### src/rtl/logic_arbiter_pkg.sv
// Shared types and constants for the logic-unit arbiter.
// Holds opcode/state enums, flag encodings and the opcode classifier.
package logic_arbiter_pkg;

  localparam int DATA_WIDTH = 16;
  localparam int FLAG_W     = 3;

  localparam logic [FLAG_W-1:0] FLAG_EQ = 3'b100;
  localparam logic [FLAG_W-1:0] FLAG_GT = 3'b010;
  localparam logic [FLAG_W-1:0] FLAG_LT = 3'b001;

  typedef enum logic [3:0] {
    ALU_OP_ADD  = 4'd0,
    ALU_OP_SUB  = 4'd1,
    ALU_OP_AND  = 4'd2,
    ALU_OP_OR   = 4'd3,
    ALU_OP_XOR  = 4'd4,
    ALU_OP_NOTA = 4'd5,
    ALU_OP_NOTB = 4'd6,
    ALU_OP_CPR  = 4'd7,
    ALU_OP_SHL  = 4'd8,
    ALU_OP_SHR  = 4'd9
  } enum_alu_opcode_t;

  typedef enum logic [1:0] {
    ST_IDLE = 2'd0,
    ST_EXEC = 2'd1,
    ST_RESP = 2'd2
  } arb_state_t;

  function automatic logic is_logic_op(enum_alu_opcode_t op);
    logic r;
    r = 1'b0;
    case (op)
      ALU_OP_AND,
      ALU_OP_OR,
      ALU_OP_XOR,
      ALU_OP_NOTA,
      ALU_OP_NOTB,
      ALU_OP_CPR: r = 1'b1;
      default:    r = 1'b0;
    endcase
    return r;
  endfunction

endpackage

### src/rtl/logic_arbiter_if.sv
// Requester/response bundle between the two requesters and the arbiter.
// master = requester side, slave = arbiter side.
interface logic_arbiter_if
  import logic_arbiter_pkg::*;
();

  logic                  req0_valid;
  logic                  req0_ready;
  enum_alu_opcode_t      req0_opcode;
  logic [DATA_WIDTH-1:0] req0_a;
  logic [DATA_WIDTH-1:0] req0_b;

  logic                  req1_valid;
  logic                  req1_ready;
  enum_alu_opcode_t      req1_opcode;
  logic [DATA_WIDTH-1:0] req1_a;
  logic [DATA_WIDTH-1:0] req1_b;

  logic                  rsp0_valid;
  logic                  rsp0_ready;
  logic                  rsp1_valid;
  logic                  rsp1_ready;
  logic [DATA_WIDTH-1:0] rsp_data;
  logic [FLAG_W-1:0]     rsp_flag;
  logic                  rsp_err;

  modport master (
    output req0_valid, req0_opcode, req0_a, req0_b,
    output req1_valid, req1_opcode, req1_a, req1_b,
    output rsp0_ready, rsp1_ready,
    input  req0_ready, req1_ready,
    input  rsp0_valid, rsp1_valid,
    input  rsp_data, rsp_flag, rsp_err
  );

  modport slave (
    input  req0_valid, req0_opcode, req0_a, req0_b,
    input  req1_valid, req1_opcode, req1_a, req1_b,
    input  rsp0_ready, rsp1_ready,
    output req0_ready, req1_ready,
    output rsp0_valid, rsp1_valid,
    output rsp_data, rsp_flag, rsp_err
  );

endinterface

### src/rtl/logic_arbiter_rr_arb2.sv
// Two-way round-robin grant; pointer register lives in the caller.
// i_ptr picks the winner only when both ports request.
module rr_arb2 (
  input  logic [1:0] i_req,
  input  logic       i_ptr,
  output logic       o_gnt_vld,
  output logic       o_gnt_id
);

  assign o_gnt_vld = |i_req;
  assign o_gnt_id  = (&i_req) ? i_ptr : i_req[1];

endmodule

### src/rtl/logic_arbiter.sv
// Shares one Logic unit between decode (port 0) and debug (port 1).
// Round-robin grant, registered operands, held response, arch flags.
module logic_arbiter
  import logic_arbiter_pkg::*;
(
  input  logic                  clk,
  input  logic                  rst,
  logic_arbiter_if.slave        bus,
  output logic [DATA_WIDTH-1:0] lu_a,
  output logic [DATA_WIDTH-1:0] lu_b,
  output enum_alu_opcode_t      lu_opcode,
  input  logic [DATA_WIDTH-1:0] lu_out,
  input  logic [FLAG_W-1:0]     lu_flag,
  output logic [FLAG_W-1:0]     cmp_flags,
  output logic                  busy
);

  arb_state_t            r_state;
  arb_state_t            w_next;
  logic                  r_rr_ptr;
  logic                  r_grant_id;
  logic [DATA_WIDTH-1:0] r_lu_a;
  logic [DATA_WIDTH-1:0] r_lu_b;
  enum_alu_opcode_t      r_lu_op;
  logic [DATA_WIDTH-1:0] r_rsp_data;
  logic [FLAG_W-1:0]     r_rsp_flag;
  logic                  r_rsp_err;
  logic [FLAG_W-1:0]     r_cmp;

  logic                  w_gnt_vld;
  logic                  w_gnt_id;
  logic                  w_accept;
  logic                  w_legal;
  logic                  w_rsp_rdy;
  enum_alu_opcode_t      w_sel_op;
  logic [DATA_WIDTH-1:0] w_sel_a;
  logic [DATA_WIDTH-1:0] w_sel_b;

  rr_arb2 u_rr (
    .i_req     ({bus.req1_valid, bus.req0_valid}),
    .i_ptr     (r_rr_ptr),
    .o_gnt_vld (w_gnt_vld),
    .o_gnt_id  (w_gnt_id)
  );

  assign w_sel_op  = w_gnt_id ? bus.req1_opcode : bus.req0_opcode;
  assign w_sel_a   = w_gnt_id ? bus.req1_a : bus.req0_a;
  assign w_sel_b   = w_gnt_id ? bus.req1_b : bus.req0_b;
  assign w_legal   = is_logic_op(w_sel_op);
  assign w_accept  = (r_state == ST_IDLE) && w_gnt_vld;
  assign w_rsp_rdy = r_grant_id ? bus.rsp1_ready : bus.rsp0_ready;

  always_ff @(posedge clk or posedge rst) begin
    if (rst) r_state <= ST_IDLE;
    else     r_state <= w_next;
  end

  always_comb begin
    w_next         = r_state;
    bus.req0_ready = 1'b0;
    bus.req1_ready = 1'b0;
    bus.rsp0_valid = 1'b0;
    bus.rsp1_valid = 1'b0;
    busy           = (r_state != ST_IDLE);
    unique case (r_state)
      ST_IDLE: begin
        bus.req0_ready = w_gnt_vld && !w_gnt_id;
        bus.req1_ready = w_gnt_vld &&  w_gnt_id;
        if (w_accept)
          w_next = w_legal ? ST_EXEC : ST_RESP;
      end
      ST_EXEC: w_next = ST_RESP;
      ST_RESP: begin
        bus.rsp0_valid = !r_grant_id;
        bus.rsp1_valid =  r_grant_id;
        if (w_rsp_rdy) w_next = ST_IDLE;
      end
      default: w_next = ST_IDLE;
    endcase
  end

  // The unit leaves stale flags on logic ops and stale data on CPR;
  // the EXEC capture zeroes whichever field the opcode does not own.
  always_ff @(posedge clk or posedge rst) begin
    if (rst) begin
      r_rr_ptr   <= 1'b0;
      r_grant_id <= 1'b0;
      r_lu_a     <= '0;
      r_lu_b     <= '0;
      r_lu_op    <= ALU_OP_AND;
      r_rsp_data <= '0;
      r_rsp_flag <= '0;
      r_rsp_err  <= 1'b0;
      r_cmp      <= '0;
    end else begin
      if (w_accept) begin
        r_grant_id <= w_gnt_id;
        r_rr_ptr   <= ~w_gnt_id;
        if (w_legal) begin
          r_lu_a  <= w_sel_a;
          r_lu_b  <= w_sel_b;
          r_lu_op <= w_sel_op;
        end else begin
          r_rsp_err  <= 1'b1;
          r_rsp_data <= '0;
          r_rsp_flag <= '0;
        end
      end
      if (r_state == ST_EXEC) begin
        r_rsp_err <= 1'b0;
        if (r_lu_op == ALU_OP_CPR) begin
          r_rsp_flag <= lu_flag;
          r_rsp_data <= '0;
          r_cmp      <= lu_flag;
        end else begin
          r_rsp_flag <= '0;
          r_rsp_data <= lu_out;
        end
      end
    end
  end

  assign lu_a         = r_lu_a;
  assign lu_b         = r_lu_b;
  assign lu_opcode    = r_lu_op;
  assign cmp_flags    = r_cmp;
  assign bus.rsp_data = r_rsp_data;
  assign bus.rsp_flag = r_rsp_flag;
  assign bus.rsp_err  = r_rsp_err;

endmodule

### src/flat_wrapper.sv
// flat-port wrapper written by rule: the top's interface ports become plain ports
module logic_arbiter_flat import logic_arbiter_pkg::*;
  (clk, rst, lu_a, lu_b, lu_opcode, lu_out, lu_flag, cmp_flags, busy, bus_req0_valid, bus_req0_opcode, bus_req0_a, bus_req0_b, bus_req1_valid, bus_req1_opcode, bus_req1_a, bus_req1_b, bus_rsp0_ready, bus_rsp1_ready, bus_req0_ready, bus_req1_ready, bus_rsp0_valid, bus_rsp1_valid, bus_rsp_data, bus_rsp_flag, bus_rsp_err);
  logic_arbiter_if bus_i ();
  input  logic clk;
  input  logic rst;
  output logic [DATA_WIDTH-1:0] lu_a;
  output logic [DATA_WIDTH-1:0] lu_b;
  output enum_alu_opcode_t lu_opcode;
  input  logic [DATA_WIDTH-1:0] lu_out;
  input  logic [FLAG_W-1:0] lu_flag;
  output logic [FLAG_W-1:0] cmp_flags;
  output logic busy;
  input wire logic [$bits(bus_i.req0_valid)-1:0] bus_req0_valid;
  input wire logic [$bits(bus_i.req0_opcode)-1:0] bus_req0_opcode;
  input wire logic [$bits(bus_i.req0_a)-1:0] bus_req0_a;
  input wire logic [$bits(bus_i.req0_b)-1:0] bus_req0_b;
  input wire logic [$bits(bus_i.req1_valid)-1:0] bus_req1_valid;
  input wire logic [$bits(bus_i.req1_opcode)-1:0] bus_req1_opcode;
  input wire logic [$bits(bus_i.req1_a)-1:0] bus_req1_a;
  input wire logic [$bits(bus_i.req1_b)-1:0] bus_req1_b;
  input wire logic [$bits(bus_i.rsp0_ready)-1:0] bus_rsp0_ready;
  input wire logic [$bits(bus_i.rsp1_ready)-1:0] bus_rsp1_ready;
  output wire logic [$bits(bus_i.req0_ready)-1:0] bus_req0_ready;
  output wire logic [$bits(bus_i.req1_ready)-1:0] bus_req1_ready;
  output wire logic [$bits(bus_i.rsp0_valid)-1:0] bus_rsp0_valid;
  output wire logic [$bits(bus_i.rsp1_valid)-1:0] bus_rsp1_valid;
  output wire logic [$bits(bus_i.rsp_data)-1:0] bus_rsp_data;
  output wire logic [$bits(bus_i.rsp_flag)-1:0] bus_rsp_flag;
  output wire logic [$bits(bus_i.rsp_err)-1:0] bus_rsp_err;
  assign bus_i.req0_valid = bus_req0_valid;
  assign bus_i.req0_opcode = bus_req0_opcode;
  assign bus_i.req0_a = bus_req0_a;
  assign bus_i.req0_b = bus_req0_b;
  assign bus_i.req1_valid = bus_req1_valid;
  assign bus_i.req1_opcode = bus_req1_opcode;
  assign bus_i.req1_a = bus_req1_a;
  assign bus_i.req1_b = bus_req1_b;
  assign bus_i.rsp0_ready = bus_rsp0_ready;
  assign bus_i.rsp1_ready = bus_rsp1_ready;
  assign bus_req0_ready = bus_i.req0_ready;
  assign bus_req1_ready = bus_i.req1_ready;
  assign bus_rsp0_valid = bus_i.rsp0_valid;
  assign bus_rsp1_valid = bus_i.rsp1_valid;
  assign bus_rsp_data = bus_i.rsp_data;
  assign bus_rsp_flag = bus_i.rsp_flag;
  assign bus_rsp_err = bus_i.rsp_err;
  logic_arbiter u_core (.clk(clk), .rst(rst), .bus(bus_i), .lu_a(lu_a), .lu_b(lu_b), .lu_opcode(lu_opcode), .lu_out(lu_out), .lu_flag(lu_flag), .cmp_flags(cmp_flags), .busy(busy));
endmodule
### config.mk
export PLATFORM = sky130hd
export DESIGN_NAME = logic_arbiter_flat
export DESIGN_NICKNAME = d
export VERILOG_FILES = /design/src/rtl/logic_arbiter_pkg.sv /design/src/rtl/logic_arbiter_if.sv /design/src/rtl/logic_arbiter_rr_arb2.sv /design/src/rtl/logic_arbiter.sv /design/src/flat_wrapper.sv
export SDC_FILE = /design/constraint.sdc
export NUM_CORES = 1
export LEC_CHECK = 0
export CAP_MARGIN = 5
export CORE_MARGIN = 2
export CORE_UTILIZATION = 34
export DETAILED_ROUTE_END_ITERATION = 16
export GPL_TIMING_DRIVEN = 0
export HOLD_SLACK_MARGIN = 0.03
export PLACE_DENSITY = 0.78
export SYNTH_ARGS = -nofsm -noshare
export SYNTH_HDL_FRONTEND = slang
export SYNTH_SLANG_ARGS = --single-unit
export TNS_END_PERCENT = 1
### constraint.sdc
create_clock -name clk -period 1.89 [get_ports clk]
set_input_delay 0.2835 -clock clk [delete_from_list [all_inputs] [get_ports clk]]
set_output_delay 0.2835 -clock clk [all_outputs]
set_load 0.02 [all_outputs]
==> out/summary.log, run 1 <==
[place] placer's final routability congestion estimate 0.675
[logic_synthesis] share of synthesized registers carrying an async set or reset 1.00
[floorplan] number of placement rows 33
[sta] Highest Clock Rate 0.543 GHz
[sta] Final setup violation count 0
[logic_synthesis] register area share after synthesis 0.562
[worst_setup_path] element type at the critical path start input port
[global_route] pin count of the biggest net entering global routing 40
[worst_setup_path] data arrival time of the critical path 2050 ps
[logic_synthesis] mapped cell area 2810 um^2
[logic_synthesis] dominant cells by area after synthesis dfrtp_1, mux2_2, a22o_1
[detailed_routing] routed wire length per instance 15.3 um
[detailed_routing] vias after detailed routing 2252
[global_route] Total GRT Usage 0.161
[clocking] # hold bufs at CTS 0
[clocking] latest clock arrival within the worst-skew pair 330 ps
[worst_setup_path] endpoint kind of the worst setup timing path flip-flop
[logic_synthesis] synthesized flop and latch total 63
[status] result of the run completed
[sta] Worst Clk Skew 9.66 ps
[logic_synthesis] gate count of the mapped netlist 195
[clocking] Root Buffer clkbuf_8
[clocking] Sinks on Clock Net 63
[logic_synthesis] ranking of synthesized cells by instance count mux2_2, dfrtp_1, a22o_1
[global_route] met1 routing resource usage after global routing 0.188
[logic_synthesis] Yosys warning count 0
[global_route] global-route track usage on met3 0.0495
[sta] max-slew violation count 0
[worst_setup_path] endpoint of the most critical register-to-register path u_core.lu_b[11]
[sta] RSZ-0062 raised after global routing yes
[floorplan] Die Footprint 9000 um^2
[detailed_routing] number of detailed-route iterations in the first pass 4
[sta] shortest clock period the worst path allows after layout 1840 ps
[place] HPWL after DPL 5600 um
[logic_synthesis] Post-Syn Area per Cell 14.4 um^2
[detailed_routing] Final Routed Wirelength 7320 um
[clocking] number of buffers on the longest clock path 2
[power_and_ir_drop] peak ir drop on the vdd network 0.708 mV
[global_route] number of global-route vias before repair 2362
[cells_and_area] number of nets at the end of the flow 467
[clocking] clock edge transition at the registers on the reported setup and hold paths 70 ps
[detailed_routing] final routed DRC violation total 0
[global_route] number of antenna violations at the first check in global routing 0
[place] Port Buffers 160
[sta] part of the cycle the worst path needs 0.974
[floorplan] height of the chip 94.9 um
[clocking] total CTS buffers 9
[cells_and_area] filler cell count in the final layout 670
[global_route] wire length of the first global-routing pass 11200 um
[clocking] count of H-tree levels built during CTS 3
[detailed_routing] Detail Route Antenna Nets 0
[cells_and_area] number of antenna diodes 0
[power_and_ir_drop] power per standard cell area 1430 nW/um^2
[sta] final hold viol count 0
[cells_and_area] proportion of layout cells with a drive suffix above 1 0.285
[logic_synthesis] number of flops mapped to enable cells by yosys 0
[power_and_ir_drop] Leakage 2.03 nW
[sta] setup ws final 49.4 ps
[logic_synthesis] share of Yosys cell area claimed by the top area cell type 0.553
[detailed_routing] violation count after the first detailed-routing iteration 34
[logic_synthesis] most frequently used cell type in the post-synthesis netlist mux2_2
[hold_path] Hold Crit Class in -> async
[floorplan] Starting Density 0.347
[worst_setup_path] FF-to-FF path depth 5
[global_route] routing usage on met2 0.272
[global_route] global-route layer with the greatest usage met2
[place] worst setup timing slack at the placement stage -958 ps
[logic_synthesis] Synth cell types 25
[worst_setup_path] Crit Reg-Reg Startpoint u_core.r_state[0]
[sta] final setup TNS 0 ps
[floorplan] Boundary Pins 161
[floorplan] Die Width 94.9 um
[worst_setup_path] internal reg-to-reg setup slack 50 ps
[clocking] CTS tree done
[run] Max-Cap Viols 0
[worst_setup_path] path type of the worst setup path in -> reg
[detailed_routing] Avg Vias per Cell 4.69
[logic_synthesis] leading register cell type out of synthesis dfrtp_1
[floorplan] core outline area 8090 um^2
[logic_synthesis] post-synthesis cell type with the largest combined area dfrtp_1
[sta] max_slew headroom 0.642
[sta] Slew @ Worst Pin 537 ps
[power_and_ir_drop] Design Power 6.90 mW
[worst_setup_path] maximum fanout count along the critical path 7
[cells_and_area] Synth-to-Final Area Change 72.0%
[worst_setup_path] Req. time, crit path 2100 ps
[global_route] total grt overflow 0
[logic_synthesis] syn nets 292
[kinds of logic (layout without fill, tap and decap cells)]
group / after synthesis / after routing / share of synthesized area
compound gates: 27 / 27 / 0.0852
buf+inv: 14 / 194 / 0.0267
flops: 63 / 63 / 0.562
mux: 74 / 74 / 0.297
simple gates: 17 / 17 / 0.0290
[worst max-delay path by stage]
stage                          startpoint              end  slack [ps]
after floorplan           u_core.r_rr_ptr   u_core.lu_a[7]           6
after global placement                rst   u_core.lu_a[1]       -1080
after detailed placement   bus_req0_valid   bus_req1_ready        -960
after CTS                 u_core.r_rr_ptr   bus_req1_ready         -90
after global routing       bus_req0_valid  u_core.lu_b[11]         -10
final                      bus_req0_valid  u_core.lu_b[11]          50
[state kept, by name (all words and copies together), names as in the netlist, 2 cells and up]
| name | count |
|---|---|
| u_core.lu_opcode | 4 |
| u_core.lu_a | 16 |
| u_core.lu_b | 16 |
| u_core.bus.rsp_flag | 3 |
| u_core.r_state | 2 |
| u_core.bus.rsp_data | 16 |
| u_core.cmp_flags | 3 |
[cell type report]
class / count / area [um^2] / area share
Tap cell: 105 / 131 / 0.0272
Clock buffer: 12 / 145 / 0.0301
Clock inverter: 4 / 45.0 / 0.00933
Buffer: 10 / 75.1 / 0.0155
Multi-Input combinational cell: 118 / 1190 / 0.247
Inverter: 4 / 15.0 / 0.00311
Timing Repair Buffer: 164 / 1650 / 0.341
Sequential cell: 63 / 1580 / 0.327
[critical path, stage by stage]
cell and delay (ps):
clkdlybuf4s50_1 530, nand2b_4 100, a211o_1 360, a21oi_4 220, buf_4 210, mux2_2 340
[repair_timing]
| item | CTS | global route |
|---|---|---|
| buffers inserted | 1 | 2 |
| endpoints found under the setup margin | 42 | 44 |
| gates resized for setup | 23 | 12 |
| pin swaps | 0 | 2 |
[routing by layer]
layer  share of wire  routed length (um)  vias to the layer above
met4           0.023                 171                        0
met3           0.097                 711                       14
li1                -                   -                     1066
met2            0.47                3470                       96
met5               0                   0                        -
met1            0.41                2970                     1076
[layout by cell type, fill, tap and decap left out, types with 2 or more instances in the layout]
cell	n
a21oi_4	2
a22o_1	19
buf_4	4
buf_6	5
clkbuf_1	2
clkbuf_2	3
clkbuf_4	2
clkbuf_8	10
clkdlybuf4s50_1	154
clkinv_2	3
dfrtp_1	61
dlygate4sd2_1	3
inv_1	3
mux2_1	6
mux2_2	68
nor2_1	7
or2_4	2
[where the power goes]
group	leakage, nW	total [mW]	internal (mW)	switching [mW]
Sequential	0.782	2.28	1.96	0.317
Combinational	1.15	3.50	1.90	1.60
Clock	0.100	1.13	0.639	0.487
Total	2.03	6.90	4.50	2.40
[through the flow]
stage | cells | hold slack, ps | util | area, um^2
6_report | 480 | 314 | 0.597 | 4830
3_5_place_dp | 461 | 474 | 0.564 | 4560
4_1_cts | 478 | 326 | 0.590 | 4770
5_1_grt | 480 | 383 | 0.597 | 4830
3_3_place_gp | 460 | 469 | 0.562 | 4540
2_1_floorplan | 195 | 416 | - | 2810
(Power assumes the default switching activity.)
==> run 2, diff against run 1 <==
- GPL_TIMING_DRIVEN: 0 -> 1
==> run 2 against run 1 <==
  * Setup slack lost 34 ps
  * Global-route usage shrank 0.64 points
  * Register-to-register slack lost 30 ps
  * Sequential cell count is the same
  * Hold slack lost 18 ps
==> out/summary.log, run 2 (synthesized netlist as in run 1, its figures left out) <==
[hold_path] Hold Crit Class in -> async
[sta] max-slew violation count 0
[place] HPWL after DPL 5630 um
[detailed_routing] number of detailed-route iterations in the first pass 4
[clocking] # hold bufs at CTS 0
[detailed_routing] Avg Vias per Cell 4.73
[floorplan] core outline area 8090 um^2
[global_route] total grt overflow 0
[global_route] number of global-route vias before repair 2334
[status] result of the run completed
[clocking] Sinks on Clock Net 63
[cells_and_area] area taken by multi-input logic gates 1190 um^2
[sta] final hold viol count 0
[detailed_routing] routed wire length per instance 15.1 um
[sta] RSZ-0062 raised after global routing yes
[sta] shortest clock period the worst path allows after layout 1870 ps
[worst_setup_path] Crit Reg-Reg Startpoint u_core.r_state[0]
[worst_setup_path] data arrival time of the critical path 2070 ps
[power_and_ir_drop] cell-internal power 4.59 mW
[sta] part of the cycle the worst path needs 0.992
[sta] worst hold margin 296 ps
[detailed_routing] final routed DRC violation total 0
[cells_and_area] filler cell count in the final layout 681
[detailed_routing] vias after detailed routing 2286
[power_and_ir_drop] sequential cell fraction of total power 0.324
[floorplan] Boundary Pins 161
[worst_setup_path] endpoint kind of the worst setup timing path flip-flop
[worst_setup_path] path type of the worst setup path reg -> reg
[power_and_ir_drop] peak ir drop on the vdd network 0.670 mV
[detailed_routing] Final Routed Wirelength 7280 um
[clocking] setup repair bufs after CTS 0
[floorplan] Die Footprint 9000 um^2
[worst_setup_path] element type at the critical path start flip-flop
[place] Port Buffers 160
[detailed_routing] violation count after the first detailed-routing iteration 18
[clocking] latest clock arrival within the worst-skew pair 320 ps
[power_and_ir_drop] fraction of power consumed by the clock network 0.161
[power_and_ir_drop] switching share of power 0.347
[sta] Worst Clk Skew 7.29 ps
[sta] Slew @ Worst Pin 707 ps
[sta] Highest Clock Rate 0.534 GHz
[global_route] Total GRT Usage 0.154
[detailed_routing] Detail Route Antenna Nets 0
[worst_setup_path] maximum fanout count along the critical path 18
[clocking] count of H-tree levels built during CTS 3
[cells_and_area] number of nets at the end of the flow 470
[power_and_ir_drop] power per standard cell area 1440 nW/um^2
[cells_and_area] most common library cell in the layout ignoring fill and taps clkdlybuf4s50_1
[clocking] CTS tree done
[global_route] number of antenna violations at the first check in global routing 0
[cells_and_area] Synth-to-Final Area Change 74.1%
[power_and_ir_drop] Comb power frac 0.514
[cells_and_area] flip-flop and latch area 1580 um^2
[floorplan] number of placement rows 33
[clocking] total CTS buffers 9
[cells_and_area] proportion of layout cells with a drive suffix above 1 0.294
[sta] max_slew headroom 0.526
[sta] setup ws final 15.9 ps
[place] worst setup timing slack at the placement stage -255 ps
[power_and_ir_drop] total net switching power 2.44 mW
[cells_and_area] most used cells in the layout excluding fill and tap cells clkdlybuf4s50_1, dfrtp_1, mux2_2, a22o_1, buf_4
[clocking] number of buffers on the longest clock path 2
[sta] Final setup violation count 0
[worst_setup_path] Req. time, crit path 2090 ps
[cells_and_area] number of antenna diodes 0
[global_route] wire length of the first global-routing pass 10800 um
[run] Max-Cap Viols 0
[clocking] Root Buffer clkbuf_8
[floorplan] Starting Density 0.347
[clocking] clock edge transition at the registers on the reported setup and hold paths 70 ps
[worst_setup_path] FF-to-FF path depth 6
[floorplan] height of the chip 94.9 um
[worst_setup_path] endpoint of the most critical register-to-register path u_core.lu_b[2]
[global_route] pin count of the biggest net entering global routing 36
[power_and_ir_drop] Leakage 2.07 nW
[place] placer's final routability congestion estimate 0.755
[floorplan] Die Width 94.9 um
[worst_setup_path] internal reg-to-reg setup slack 20 ps
==> run 2: cell count changes in the layout (fill, tap and decap cells not counted), sizes merged <==
cell           previous run  this run
clkdlybuf4s50           154       155
dlymetal6s2s              1         0
buf                      11        19
clkbuf                   17        10
clkinvlp                  0         2
==> run 2: critical path, stage by stage, from the launching register on <==
cell,delay [ps]
dfrtp_1,380
or2_4,250
or2_4,240
buf_4,140
a21oi_4,210
buf_12,190
mux2_2,340
==> run 2: power groups by stage <==
| stage | combinational, mW | sequential, mW | clock [mW] |
|---|---|---|---|
| floorplan | 1.08 | 2.99 | 0 |
| global placement | 3.54 | 2.28 | 0 |
| detailed placement | 3.59 | 2.30 | 0 |
| CTS | 3.58 | 2.28 | 1.17 |
| global route | 3.81 | 2.36 | 1.22 |
| finish | 3.62 | 2.28 | 1.14 |
==> run 2: how the worst max path moves through the flow <==
stage                                 to         startpoint  cells past startpoint
after floorplan           u_core.lu_a[7]    u_core.r_rr_ptr                      5
after detailed placement  bus_req1_ready     bus_req1_valid                      5
final                     u_core.lu_b[2]  u_core.r_state[0]                      6
after global routing      u_core.lu_b[9]  u_core.r_state[0]                      6
after global placement    bus_req1_ready     bus_req0_valid                      5
after CTS                 bus_req1_ready  u_core.r_state[0]                      4
==> run 2: repair_timing <==
item,4_1_cts,5_1_grt
resized for setup,11,12
pin swaps,0,1
setup endpoints to repair,32,43
==> run 2: layer usage <==
| layer | GRT usage | vias to the layer above | part of all wire | routed length (um) |
|---|---|---|---|---|
| met2 | 0.271 | 104 | 0.49 | 3540 |
| met5 | 0 | - | 0 | 0 |
| met1 | 0.168 | 1097 | 0.39 | 2810 |
| li1 | - | 1068 | - | - |
| met3 | 0.0543 | 17 | 0.11 | 790 |
| met4 | 0.0652 | 0 | 0.019 | 138 |
==> run 2: layout make-up <==
cell class	count	share of cell area
clock buffers	10	0.0282
clock inverters	6	0.0123
inverters	4	0.00307
multi-input cells	118	0.245
flip-flops and latches	63	0.323
well taps	105	0.0269
repair buffers	177	0.362
==> run 2: metrics by stage <==
stage	instances	total power [mW]	util	TNS, ps	area (um^2)
floorplan	195	4.07	-	0	2810
global placement	467	5.82	0.576	-10710	4660
detailed placement	467	5.89	0.576	-12380	4660
CTS	483	7.03	0.600	-151	4850
global route	483	7.39	0.604	-857	4890
finish	483	7.03	0.604	0	4890
